===== src/rtl/caesar_pkg.sv =====
// caesar_pkg: shared constants, entry type and occupancy states for the Caesar digit codec
package caesar_pkg;
   localparam int CODE_W = 5;
   localparam int DIGIT_W = 4;
   localparam int MAX_DIGIT = 9;
   localparam logic [DIGIT_W-1:0] ERR_DIGIT = 4'hF;
   localparam int DEFAULT_KEY = 3;
   typedef struct packed {
      logic err;
      logic [DIGIT_W-1:0] digit;
   } entry_t;
   typedef enum logic [1:0] {EMPTY, PARTIAL, FULL} occ_t;
endpackage


===== src/rtl/caesar_unshift.sv =====
// caesar_unshift: combinational (code - key) mod 32 with range check against BCD digits
module caesar_unshift
   import caesar_pkg::*;
(
   input  logic [CODE_W-1:0]  code,
   input  logic [CODE_W-1:0]  key,
   output logic [DIGIT_W-1:0] digit,
   output logic               err
);
   logic [CODE_W-1:0] diff;
   assign diff = code - key;
   assign err = diff > CODE_W'(MAX_DIGIT);
   assign digit = err ? ERR_DIGIT : diff[DIGIT_W-1:0];
endmodule


===== src/rtl/caesar_decoder.sv =====
// caesar_decoder: unshifts codes with a loadable key and queues results in a FIFO
module caesar_decoder
   import caesar_pkg::*;
#(
   parameter int DEPTH = 4,
   parameter int KEY_DEFAULT = DEFAULT_KEY,
   parameter int ERRW = 8
) (
   input  logic               ready,
   input  logic               reset,
   input  logic               key_load,
   input  logic [CODE_W-1:0]  key_in,
   input  logic               in_valid,
   output logic               in_ready,
   input  logic [CODE_W-1:0]  code_in,
   output logic               out_valid,
   input  logic               out_ready,
   output logic [DIGIT_W-1:0] digit_out,
   output logic               out_err,
   output logic [ERRW-1:0]    err_count
);
   localparam int AW = $clog2(DEPTH);
   localparam int CW = $clog2(DEPTH + 1);
   entry_t mem [DEPTH];
   entry_t entry, head;
   logic [AW-1:0] rd_ptr, wr_ptr;
   logic [CW-1:0] count, count_nxt;
   logic [CODE_W-1:0] key;
   occ_t state, state_nxt;
   logic push, pop;
   caesar_unshift u_unshift (
      .code  (code_in),
      .key   (key),
      .digit (entry.digit),
      .err   (entry.err)
   );
   assign in_ready = state != FULL;
   assign out_valid = state != EMPTY;
   assign push = in_valid && in_ready;
   assign pop = out_valid && out_ready;
   assign head = mem[rd_ptr];
   assign digit_out = out_valid ? head.digit : '0;
   assign out_err = out_valid && head.err;
   // next occupancy: count moves only when exactly one of push/pop happens
   always_comb begin
      count_nxt = (push && !pop) ? count + 1'b1 : (pop && !push) ? count - 1'b1 : count;
      state_nxt = (count_nxt == '0) ? EMPTY : (count_nxt == CW'(DEPTH)) ? FULL : PARTIAL;
   end
   // occupancy state, pointers, key and error counter
   always_ff @(posedge ready) begin
      if (reset) begin
         state <= EMPTY;
         count <= '0;
         rd_ptr <= '0;
         wr_ptr <= '0;
         key <= CODE_W'(KEY_DEFAULT);
         err_count <= '0;
      end else begin
         state <= state_nxt;
         count <= count_nxt;
         if (push) wr_ptr <= wr_ptr + 1'b1;
         if (pop) rd_ptr <= rd_ptr + 1'b1;
         if (key_load) key <= key_in;
         if (push && entry.err && err_count != '1) err_count <= err_count + 1'b1;
      end
   end
   // storage needs no reset; the write pointer reset makes old contents unreachable
   always_ff @(posedge ready) begin
      if (push && !reset) mem[wr_ptr] <= entry;
   end
endmodule


===== config.mk =====
export PLATFORM = sky130hd
export DESIGN_NAME = caesar_decoder
export DESIGN_NICKNAME = d
export VERILOG_FILES = /design/src/rtl/caesar_pkg.sv /design/src/rtl/caesar_unshift.sv /design/src/rtl/caesar_decoder.sv
export SDC_FILE = /design/constraint.sdc
export NUM_CORES = 1
export LEC_CHECK = 0
export ABC_AREA = 0
export CORE_UTILIZATION = 54
export DETAILED_ROUTE_END_ITERATION = 12
export PLACE_DENSITY = 0.88
export SKIP_CTS_REPAIR_TIMING = 1
export SYNTH_ARGS = -nofsm -noshare
export SYNTH_HDL_FRONTEND = slang
export SYNTH_HIERARCHICAL = 1
export SYNTH_SLANG_ARGS = --single-unit

===== constraint.sdc =====
create_clock -name ready -period 3.8 [get_ports ready]
set_input_delay 0.95 -clock ready [delete_from_list [all_inputs] [get_ports ready]]
set_output_delay 0.95 -clock ready [all_outputs]
set_load 0.02 [all_outputs]

==> results_dict.tcl, run 1 <==
set metrics [dict create \
    slew_viol_final 0 \
    seqCellArea_um2 1080 \
    startpoint_type "primary input" \
    path_max_fanout 5 \
    max-clock-path-buffers 2 \
    clock.fmax_mhz 296 \
    dpl.hpwl_um 2740 \
    drtIter0Drc 50 \
    ioPinCount 30 \
    htree_levels 2 \
    grt_max_degree 14 \
    grt_overflow_total 0 \
    ant_nets 0 \
    min_to "wr_ptr[1]$_SDFFE_PP0N_" \
    fin_worst_skew_ps 9.75 \
    worstPathRequired_ps 4010 \
    grt_pass1_wl_um 6140 \
    p_leak_nw 0.916 \
    vias_per_cell 5.45 \
    ys_seq_area_frac 0.510 \
    synth_ff_type "dfxtp_1" \
    wl_per_cell_um 13.5 \
    cts_sinks 44 \
    layout_min_cycle_time_ps 3370 \
    r2r_slack_ps 1230 \
    vdd_drop_max_mv 0.272 \
    highest_layer "met4" \
    wirelength_um 3640 \
    fp-row-count 22 \
    worstHoldStart "wr_ptr[1]$_SDFFE_PP0N_" \
    drive_gt1_frac 0.108 \
    cts-buffers-inserted 5 \
    maxCapViolCount 0 \
    drc 0 \
    yosysUniqueCellTypes 44 \
    syn_avg_cell_area_um2 11.3 \
    rsz0062_at_grt "no" \
    synth.area.top_cells "edfxtp_1 (28%), dfxtp_1 (23%), ha_1 (6.5%)" \
    firstDrtPassIters 4 \
    fin_crit_sh 0.888 \
    hold_violations 0 \
    end_kind "register" \
    antennaDiodeCount 0 \
    core_um2 3720 \
    status "finished clean" \
    p_per_area_nw_per_um2 476 \
    wl_met2_um 1790 \
    timing.hold.ws_ps 508 \
    die_area_um2 4180 \
    holdPathStages 2 \
    ys_warn_count 6 \
    die_h_um 64.7 \
    r2r-end "err_count[4]$_SDFFE_PP0P_" \
    clk_pin_slew_ps 80 \
    synth-edff-count 20 \
    synthCells 188 \
    vias 1472 \
    die_w_um 64.7 \
    m1WireLength_um 1610 \
    wl_met3_um 173 \
    critPathLaunch "code_in[0]" \
    async_flop_share 0 \
    yosysTopAreaCell "edfxtp_1" \
    area_growth_syn_to_layout_pct 20.1 \
    netlist.area_leader.share 0.283 \
    worstSetupPathType "in2reg" \
    insertion_delay_ps 290 \
    maxSlewHeadroom 0.695 \
    initial_core_util 0.570 \
    r2r_start "key[0]$_SDFFE_PP1P_" \
    synth_area_um2 2120 \
    finalWeightedCongestion 0.766 \
    fillers 291 \
    hold_class "reg2reg" \
    tightest_slew_ps 456 \
    cts_tree "yes" \
    arrival_ps 3590 \
    finalSetupTns_ps 0 \
    grt_pass1_vias 1399 \
    multi_input_area_um2 951 \
    io_buffer_count 29 \
    root_buffer "clkbuf_8" \
    ys_seq_elements 44 \
    nNetsFinal 248 \
    reg2reg_depth 10 \
    setup_viol 0 \
    syn_nets 215 \
    antenna_found_initial 0 \
    track_usage 0.197 \
]
power by group:
group,switching (W),leakage [nW],internal [W]
clock network,0.000144,0.0388,0.000127
logic,0.000181,0.506,0.000176
registers,0.0000343,0.371,0.000549
total,0.000360,0.916,0.000852
kinds of logic (layout without fill, tap and decap cells):
group                      after synthesis  in the layout  synth area share
AOI/OAI and AO/OA                       32             32             0.106
xor gates and xnor gates                 9              9            0.0407
adders and majority gates               12             12            0.0744
buffers and inverters                   21             55            0.0413
DFF                                     44             44             0.510
muxes                                   11             11            0.0821
and+or+nand+nor                         59             59             0.146
layout by cell type (no fill, tap or decap), types with 7 or more instances in the layout:
master and n:
inv_1 15, ha_1 11, nor2_1 15, xnor2_1 7
edfxtp_1 20, a21oi_1 8, clkdlybuf4s50_1 29, nand2_1 10
dfxtp_1 24
flip-flops by register name, indices dropped and copies added, names as in the netlist, named ones only:
signal     count
count          3
err_count      8
key            5
mem           20
rd_ptr         2
state          2
wr_ptr         2
metal layers:
| metal | vias to the layer above | GRT usage |
|---|---|---|
| met5 | - | 0 |
| met4 | 0 | 0.0833 |
| met3 | 8 | 0.0475 |
| met2 | 40 | 0.341 |
| met1 | 683 | 0.233 |
| li1 | 741 | - |
worst max-delay path by stage:
stage                                      endpoint  slack, ps  cells past startpoint
after global routing      err_count[5]$_SDFFE_PP0P_        220                     11
after CTS                 err_count[6]$_SDFFE_PP0P_        450                     11
after floorplan           err_count[6]$_SDFFE_PP0P_        670                     10
after detailed placement  err_count[6]$_SDFFE_PP0P_        160                     11
after global placement    err_count[6]$_SDFFE_PP0P_        250                     11
final                     err_count[4]$_SDFFE_PP0P_        430                     12
area by class of cell:
cell class,instances,share of cell area
flip-flops and latches,44,0.425
multi-input cells,123,0.374
repair buffers,32,0.123
clock buffers,6,0.0285
well taps,48,0.0236
inverters,15,0.0221
clock inverters,2,0.00442
worst max-delay path: stages:
cell             delay (ps)
clkdlybuf4s50_1         450
inv_1                    40
ha_1                    200
fa_1                    400
nand2b_1                170
a21oi_1                 160
xnor2_1                 150
o21ai_1                 240
nand4_1                 170
buf_4                   190
or3_1                   330
a21oi_1                 140
metrics by stage:
stage                     instance area (um2)  total power, W  instances  setup WS, ps  utilization
final                                    2540         0.00121        270           425        0.685
after global routing                     2540         0.00128        270           216        0.685
after CTS                                2540         0.00123        270           455        0.685
after detailed placement                 2460        0.000952        262           165        0.662
after global placement                   2460        0.000937        262           248        0.662
after floorplan                          2120        0.000839        188           670            -
synthesized netlist by cell type (2+ instances only):
cell / number
clkbuf_1: 3
o311ai_0: 2
nor3_1: 5
a211oi_1: 4
edfxtp_1: 20
nor2b_1: 5
mux4_2: 5
o21ai_2: 2
inv_1: 15
o211ai_1: 3
dfxtp_1: 24
nand3_1: 4
a21oi_1: 8
or3_1: 2
o21ai_0: 5
o41ai_1: 2
nand2_1: 10
nand2b_1: 2
nand4_1: 4
xnor2_1: 7
mux2i_1: 5
and2_1: 5
ha_1: 11
nor2_1: 15
(Power assumes the default switching activity.)
==> run 2: changes to the inputs <==
- CORE_UTILIZATION: 54 -> 60
- DONT_BUFFER_PORTS: unset -> 1
- PLACE_DENSITY: 0.88 -> 0.85
==> results_dict.tcl, run 2 (synthesized netlist as in run 1, its figures left out) <==
set metrics [dict create \
    drc 0 \
    io_buffer_count 0 \
    root_buffer "clkbuf_4" \
    die_w_um 61.4 \
    fillers 284 \
    htree_levels 2 \
    fin_worst_skew_ps 6.32 \
    cts_tree "yes" \
    dpl.hpwl_um 2860 \
    maxSlewHeadroom 0.608 \
    initial_core_util 0.630 \
    path_max_fanout 7 \
    fin_cells 236 \
    wirelength_um 3790 \
    die_h_um 61.4 \
    final_common_cell "dfxtp_1" \
    drtIter0Drc 45 \
    finalSetupTns_ps 0 \
    fp-row-count 21 \
    grt_overflow_total 0 \
    ant_nets 0 \
    firstDrtPassIters 4 \
    hold_class "reg2reg" \
    core_um2 3360 \
    grt_max_degree 23 \
    slew_viol_final 0 \
    startpoint_type "primary input" \
    grt_pass1_wl_um 5930 \
    rsz0062_at_grt "no" \
    setup_viol 0 \
    track_usage 0.226 \
    vias_per_cell 6.03 \
    tightest_slew_ps 588 \
    clock.fmax_mhz 323 \
    drive_gt1_frac 0.116 \
    layout_min_cycle_time_ps 3100 \
    area_growth_syn_to_layout_pct 4.84 \
    wl_per_cell_um 16.1 \
    max-clock-path-buffers 2 \
    vias 1424 \
    reg.largest.list "mem x20, err_count x8, key x5" \
    p_per_area_nw_per_um2 521 \
    end_kind "register" \
    vdd_drop_max_mv 0.301 \
    p_leak_nw 0.797 \
    die_area_um2 3770 \
    cts-buffers-inserted 5 \
    antenna_found_initial 0 \
    maxCapViolCount 0 \
    ioPinCount 30 \
    fin_crit_sh 0.816 \
    status "finished clean" \
    insertion_delay_ps 350 \
    nNetsFinal 216 \
    worstPathRequired_ps 4090 \
    dp.cells 228 \
    final_cell_mix "dfxtp_1 (24), edfxtp_1 (20), inv_1 (15), nor2_1 (15), ha_1 (11)" \
    finalWeightedCongestion 0.796 \
    regMostFlops "mem" \
    arrival_ps 3390 \
    clk_pin_slew_ps 120 \
    grt_pass1_vias 1364 \
    cts_sinks 44 \
    largest_reg_flops 20 \
    worstSetupPathType "in2reg" \
    hold_violations 0 \
    total_power_w 0.00116 \
    antennaDiodeCount 0 \
]
## run 2: cell type report
class	count	area [um2]	share of cell area
clock buffers	6	41.3	0.0186
clock inverters	2	35.0	0.0158
inverters	15	56.3	0.0253
multi-input cells	123	951	0.428
flip-flops and latches	44	1080	0.486
well taps	46	57.6	0.0259
## run 2: critical path, stage by stage
cell and delay, ps:
inv_1 30, ha_1 220, fa_1 420, xor2_1 210
and2_1 200, o21ai_1 390, nand4_1 270, or4_1 550
a21oi_1 150
## run 2: power breakdown
| group | leakage, nW | switching (W) | internal, W |
|---|---|---|---|
| registers | 0.371 | 0.0000401 | 0.000549 |
| clock network | 0.0422 | 0.000145 | 0.000138 |
| logic | 0.384 | 0.000167 | 0.000120 |
## run 2: per-layer routing
| metal | part of all wire | GRT usage | vias to the layer above |
|---|---|---|---|
| met4 | 0.027 | 0.124 | 0 |
| met2 | 0.53 | 0.387 | 62 |
| met5 | 0 | 0 | - |
| met1 | 0.38 | 0.246 | 671 |
| li1 | - | - | 677 |
| met3 | 0.066 | 0.0798 | 14 |
## run 2: worst paths after layout
path / cells after the start / slack, ps / start / end
min reg2reg: 2 / 510 / wr_ptr[1]$_SDFFE_PP0N_ / wr_ptr[1]$_SDFFE_PP0N_
max: 9 / 700 / code_in[0] / err_count[6]$_SDFFE_PP0P_
max reg2reg: 8 / 970 / key[0]$_SDFFE_PP1P_ / err_count[6]$_SDFFE_PP0P_
min: 2 / 510 / wr_ptr[1]$_SDFFE_PP0N_ / wr_ptr[1]$_SDFFE_PP0N_
## run 2: through the flow
stage	util	hold slack, ps	setup slack (ps)	cell area, um2
4_1_cts	0.661	513	742	2220
3_3_place_gp	0.638	467	575	2150
5_1_grt	0.661	545	558	2220
2_1_floorplan	-	447	670	2120
6_report	0.661	508	699	2220
3_5_place_dp	0.638	483	375	2150
==> run 3: changes to the inputs <==
- clock period: 3.8 -> 3 ns (I/O delays scaled with it)
==> results_dict.tcl, run 3 (synthesized netlist as in run 1, its figures left out) <==
set metrics [dict create \
    status "finished clean" \
    grt_overflow_total 0 \
    drive_gt1_frac 0.130 \
    wirelength_um 3610 \
    firstDrtPassIters 4 \
    layout_min_cycle_time_ps 2770 \
    worstPathRequired_ps 3280 \
    path_max_fanout 5 \
    setup_viol 0 \
    die_area_um2 3770 \
    insertion_delay_ps 350 \
    fin_crit_sh 0.922 \
    maxSlewHeadroom 0.606 \
    grt_max_degree 23 \
    reg.largest.list "mem x20, err_count x8, key x5" \
    fp-row-count 21 \
    grt_pass1_wl_um 5450 \
    htree_levels 2 \
    largest_reg_flops 20 \
    track_usage 0.204 \
    die_w_um 61.4 \
    vias 1412 \
    hold_violations 0 \
    final_cell_mix "dfxtp_1 (24), edfxtp_1 (20), inv_1 (15), nor2_1 (15), ha_1 (11)" \
    startpoint_type "primary input" \
    rsz0062_at_grt "no" \
    total_power_w 0.00147 \
    wl_per_cell_um 15.1 \
    arrival_ps 3040 \
    ant_nets 0 \
    cts-buffers-inserted 5 \
    holdPathStages 1 \
    vdd_drop_max_mv 0.463 \
    area_growth_syn_to_layout_pct 5.90 \
    dpl.hpwl_um 2760 \
    antennaDiodeCount 0 \
    hold_class "in2reg" \
    root_buffer "clkbuf_4" \
    p_leak_nw 0.807 \
    end_kind "register" \
    drtIter0Drc 55 \
    finalSetupTns_ps 0 \
    r2r_slack_ps 290 \
    final_common_cell "dfxtp_1" \
    worstSetupPathType "in2reg" \
    core_um2 3360 \
    tightest_slew_ps 590 \
    clk_pin_slew_ps 120 \
    fin_worst_skew_ps 7.33 \
    io_buffer_count 0 \
    maxCapViolCount 0 \
    reg2reg_depth 8 \
    max-clock-path-buffers 2 \
    cts_tree "yes" \
    drc 0 \
    cts_sinks 44 \
    slew_viol_final 0 \
    regMostFlops "mem" \
    initial_core_util 0.630 \
    p_per_area_nw_per_um2 654 \
    finalWeightedCongestion 0.774 \
    ioPinCount 30 \
    grt_pass1_vias 1268 \
    vias_per_cell 5.91 \
    clock.fmax_mhz 362 \
    nNetsFinal 219 \
    antenna_found_initial 0 \
    die_h_um 61.4 \
]
## run 3: cell types whose count changed in the layout (fill, tap and decap cells not counted)
cell	change
clkinvlp_2	+1
buf_4	+3
clkinv_2	-1
## run 3: final cells by class
cell class                      instances  area, um2
Tap cell                               46       57.6
Clock inverter                          2       35.0
Fill cell                             250       1120
Timing Repair Buffer                    3       22.5
Clock buffer                            6       41.3
Multi-Input combinational cell        123        951
Inverter                               15       56.3
Sequential cell                        44       1080
## run 3: metal layers
layer  global-route usage  share of wire  up-vias  wire [um]
met1                0.235           0.41      667       1470
li1                     -              -      689          -
met4               0.0635         0.0094        0         34
met2                0.359           0.52       52       1880
met5                    0              0        -          0
met3               0.0714          0.061        4        221
## run 3: where the power goes
group / switching (W) / internal [W]
clock: 0.000180 / 0.000174
sequential: 0.0000500 / 0.000695
combinational: 0.000208 / 0.000161
total: 0.000438 / 0.00103
## run 3: path summary, 6_finish.rpt
kind / from / endpoint
worst min-delay path: reset / state[1]$_SDFF_PP0_
worst min register to register: key[2]$_SDFFE_PP0P_ / key[2]$_SDFFE_PP0P_
worst max-delay path: code_in[0] / err_count[6]$_SDFFE_PP0P_
worst max register to register: key[0]$_SDFFE_PP1P_ / err_count[6]$_SDFFE_PP0P_
## run 3: per-stage QoR
| step | instances | hold WS [ps] | util | area [um2] | setup WS, ps |
|---|---|---|---|---|---|
| 6_report | 239 | 452 | 0.667 | 2240 | 234 |
| 5_1_grt | 239 | 422 | 0.667 | 2240 | 187 |
| 4_1_cts | 239 | 435 | 0.667 | 2240 | 294 |
| 3_5_place_dp | 231 | 492 | 0.645 | 2170 | -70.8 |
| 3_3_place_gp | 231 | 462 | 0.645 | 2170 | 99.0 |
| 2_1_floorplan | 188 | 447 | - | 2120 | 69.7 |
## run 3: worst max-delay path: stages
cell and delay, ps:
inv_1 20, ha_1 210, fa_1 410, xor2_1 200, and2_1 190, o21ai_1 260, nand4_1 240, or4_1 580
a21oi_1 180
==> patch 1 (config.mk and constraints of run 3) <==
Set the package constant `CODE_W` to 10 (it was 5).
--- a/src/rtl/caesar_pkg.sv
+++ b/src/rtl/caesar_pkg.sv
@@ -2,3 +2,3 @@
 package caesar_pkg;
-   localparam int CODE_W = 5;
+   localparam int CODE_W = 10;
    localparam int DIGIT_W = 4;
Ports: changed (resized code_in and key_in); port bits go from 30 to 40. No check against the original RTL was run, so the function may have changed too.
==> patch 1 against run 3 <==
- sequential cell count increased by 5
- final cell count grew 26%
- largest cell class is now multi-input combinational cells
- non-clock buffer count is 3 higher
- design area rose by 23%
- wire length increased by 20%
- clock skew up 0.0035 ns
- critical endpoint is now err_count[5]
- synthesized area up 22%
- sequential power rose by 6.0%
- power is 6.8% higher
- worst setup slack worse by 0.038 ns
==> patch 1: results (changes against run 3) <==
vias in the first global route 1518 (+20%); insertion delay to the later sink of the worst-skew pair 0.30 ns (-0.05 ns); antenna violations before repair 0 (unchanged); synth warn 6 (unchanged); NetSw 0.4868 mW (+11%); Setup WS pre-CTS -0.08394 ns (-0.01312 ns); dominant synthesized flop cell dfxtp_1; launching point of the worst reg2reg path key[0]; top post-synthesis cells by count nor2_1 (32), dfxtp_1 (29), edfxtp_1 (20); Hold WC Path Type reg -> reg; Net Count, Synth 284 (+32%); actual slew at the worst max-slew pin 0.3908 ns (-0.1995 ns); CP top delay family simple AND/OR/NAND/NOR gates; FF-to-FF path depth 12 (+4); Post-synth EDFFs 20 (unchanged); Max VDD drop 332.8 µV (-28%); Max Buffers Root-to-Sink 2 (unchanged); R2R Setup Slk 0.34 ns (+0.05 ns); Slowest cell on crit path fa_1; CTS buffer count 5 (unchanged); root buf cell clkbuf_8; initial drt markers 125 (+130%); Setup crit start code_in[0]; GRT Util Overall 20.38% (-0.051 points); share of cells above drive strength 1 12.80% (-0.15 points); count of cell types in the netlist 40 (-9.1%); Final Wtd Congestion 0.8475 (+9.5%); largest net degree at the start of global routing 30 (+30%); CP endpoint err_count[5]; crit-path max FO 8 (+3); Max stage delay on crit path 0.39 ns (-0.19 ns); ys async rst share 0% (unchanged); DR vias 1700 (+20%); DR WL/cell 14.41 µm (-4.5%); Synth Area per Inst 10.65 µm² (-5.6%); number of H-tree levels 2 (unchanged); ANT cells 0 (unchanged); Worst-path clk slew 0.09 ns (-0.03 ns); Leak 1.016 nW (+26%); top post-synthesis cells by area edfxtp_1 (23%), dfxtp_1 (23%), ha_1 (7.8%), xnor2_1 (5.1%), nor2_1 (4.7%); Clock Skews 0.01086 ns (+0.003528 ns); fillers 300 (+20%); Port-buffer cells 0 (unchanged); DRC 0 (unchanged); critical path arrival 3.01 ns (-0.03 ns); biggest regs mem: 20 flops, key: 10 flops, err_count: 8 flops; WHS Path Cells 2 (+1); DR pass1 iterations 4 (unchanged); first-pass GRT wire length 6.782 mm (+24%); DP HPWL 3.348 mm (+21%); placed insts 292 (+26%); outcome finished clean; Seq/Total Area, Yosys 45.85% (-5.2 points); total wire length after detailed routing 4.323 mm (+20%); post-route minimum period 2.804 ns (+0.03846 ns)
[patch 1: cell types whose count changed in the layout (fill, tap and decap cells not counted), sizes merged, moves of 4 or more]
cell	delta
mux2i	+4
xnor2	+7
ha	+5
nand2	+5
nand3	+5
dfxtp	+5
nor2	+17
nor2b	+5
[patch 1: how the worst min path moves through the flow]
stage,start,end,slack [ns]
4_1_cts,reset,wr_ptr[1],0.50
3_5_place_dp,key[3],key[3],0.49
2_1_floorplan,key[2],key[2],0.46
6_report,key[3],key[3],0.50
5_1_grt,reset,wr_ptr[1],0.49
3_3_place_gp,key[3],key[3],0.47
[patch 1: metal layers]
layer  wire length (µm)  up-vias  track usage [%]
met5                  0        -                0
met4                 72        0            8.777
met2               2055       55            34.16
met3                221       10            5.236
li1                   -      859                -
met1               1973      776            24.49
[patch 1: area by class of cell]
cell class,count,area share (%)
clock buffer,6,2.622
clock inverter,2,0.4973
inverter,17,2.306
multi-input combinational,170,48.01
sequential,49,42.68
tap,50,2.260
timing repair buffer,6,1.627
[patch 1: metrics by stage]
stage | total power [mW] | cell area, µm²
after global routing | 1.665 | 2768
after floorplan | 1.139 | 2604
after global placement | 1.194 | 2681
after detailed placement | 1.208 | 2681
final | 1.568 | 2768
after CTS | 1.579 | 2768
[patch 1: power by group through the flow]
stage / logic [mW] / clock network [mW] / registers [mW]
finish: 0.401 / 0.377 / 0.790
global route: 0.450 / 0.416 / 0.799
CTS: 0.404 / 0.384 / 0.791
detailed placement: 0.401 / 0 / 0.807
global placement: 0.390 / 0 / 0.803
floorplan: 0.350 / 0 / 0.789
[patch 1: cell families after synthesis]
kind of cell	synth area share [%]
xor+xnor	6.120
fa+ha+maj	8.548
simple gates	18.80
flops	45.85
compound gates	9.179
buf+inv	3.642
mux	7.868
==> patch 2 (config.mk and constraints of run 3) <==
Made on the original files. Encoding of `occ_t`: now one-hot (3 bits for 3 values).
--- a/src/rtl/caesar_pkg.sv
+++ b/src/rtl/caesar_pkg.sv
@@ -11,3 +11,3 @@
    } entry_t;
-   typedef enum logic [1:0] {EMPTY, PARTIAL, FULL} occ_t;
+   typedef enum logic [2:0] {EMPTY = 3'b001, PARTIAL = 3'b010, FULL = 3'b100} occ_t;
 endpackage
Formal check against the unedited RTL: no difference found for any inputs over 4 cycles, from zero or initial values and one cycle with reset high; so few cycles prove little.
==> patch 2 against run 3 <==
- wire length grew 1.7%
- via count decreased by 3.0%
- critical path depth is 1 higher
- synthesized area grew 2.3%
- sequential cell count grew 1
- combinational power up 29%
- largest cell class unchanged
- clock power decreased by 7.9%
- power up 8.6%
- worst hold slack got worse by 0.022 ns
- design area increased by 0.56%
- worst setup slack gained 0.15 ns
- sequential power up 6.2%
- clock skew up 0.0024 ns
==> patch 2: results (changes against run 3) <==
Post-Synth Adder-Cell Area 7.271% (-0.17 points); Max VDD drop 351.2 µV (-24%); actual slew at the worst max-slew pin 0.5750 ns (-0.01532 ns); FF-to-FF path depth 9 (+1); outcome finished clean; largest net degree at the start of global routing 26 (+13%); Compound-Gate Fraction of Synth Area 8.482% (-2.1 points); GRT Util Overall 20.99% (+0.56 points); Max stage delay on crit path 0.40 ns (-0.18 ns); R2R Setup Slk 0.44 ns (+0.15 ns); initial drt markers 49 (-11%); pwr dens 706.2 nW/µm² (+8.0%); fraction of area in multi-input gates 42.24% (-0.12 points); Worst-path clk slew approximately 0.13 ns; Synth Area per Inst 11.53 µm² (+2.3%); Clock Skews 0.009715 ns (+0.002383 ns); CLK BUF 7 (+1); placed insts 230 (-0.43%); met3 WL 165 µm (-25%); top post-synthesis cells by area edfxtp_1 (28%), dfxtp_1 (23%), ha_1 (6.3%), mux4_2 (5.2%), nor2_1 (4.0%); Final Wtd Congestion 0.7599 (-1.8%); first-pass GRT wire length 6.127 mm (+12%); critical path arrival 2.89 ns (-0.15 ns); GR Util met1 23.49% (-0.052 points); FMAX 382.9 MHz (+5.9%); GR Util met2 35.85% (about the same); CP endpoint err_count[6]; metal1 wirelength 1.527 mm (+4.0%); Via density 5.752 (-2.6%); hold_ws 0.4308 ns (-0.02161 ns); count of cell types in the netlist 43 (-2.3%); top post-synthesis cells by count dfxtp_1 (25), nor2_1 (23), edfxtp_1 (20); placed cell area 2187 µm² (+0.87%); Leak 0.8189 nW (+1.5%); insertion delay to the later sink of the worst-skew pair 0.37 ns (+0.02 ns); routed wl met2 1.887 mm (+0.32%); Slowest cell on crit path fa_1; fillers 258 (+3.2%); Setup WS pre-CTS -0.001628 ns (+0.06919 ns); clk sink count 45 (+2.3%); met3 Track Usage GR 6.801% (-0.34 points); Inverters 14 (-1); Worst Hold End wr_ptr[1]; Clock buf/inv share 3.104% (-0.30 points); crit-path max FO 4 (-1); root buf cell clkbuf_4; mux cell area share after synthesis 7.732% (-0.47 points); DR WL/cell 15.41 µm (+2.1%); DR vias 1369 (-3.0%); DP HPWL 2.753 mm (-0.20%)
==> patch 2: cell count changes after synthesis, moves of 3 or more <==
cell / change
a211o_1: +3
a21oi_1: -3
o21ai_0: -4
nor4_1: +3
a211oi_1: -3
nor2_1: +8
==> patch 2: report_power, final <==
group	internal (mW)	switching, mW	leakage [nW]
clock	0.136	0.190	0.0413
combinational	0.201	0.276	0.397
sequential	0.725	0.0665	0.380
==> patch 2: kinds of logic (layout without fill, tap and decap cells) <==
kind of cell	count (synthesis)	in the layout
AOI/OAI and AO/OA	22	22
xor gates and xnor gates	12	12
adders and majority gates	12	12
buffers and inverters	21	25
DFF	45	45
muxes	10	10
and+or+nand+nor	66	66
==> patch 2: worst reg2reg max path, cell delays in order, from the launching register on <==
cell and delay [ns]:
dfxtp_1 0.34, ha_1 0.23, fa_1 0.40, xor2_1 0.20
and2_1 0.19, o21ai_1 0.30, nand3_1 0.21, nor4_1 0.40
xnor2_1 0.16, nor2_1 0.05
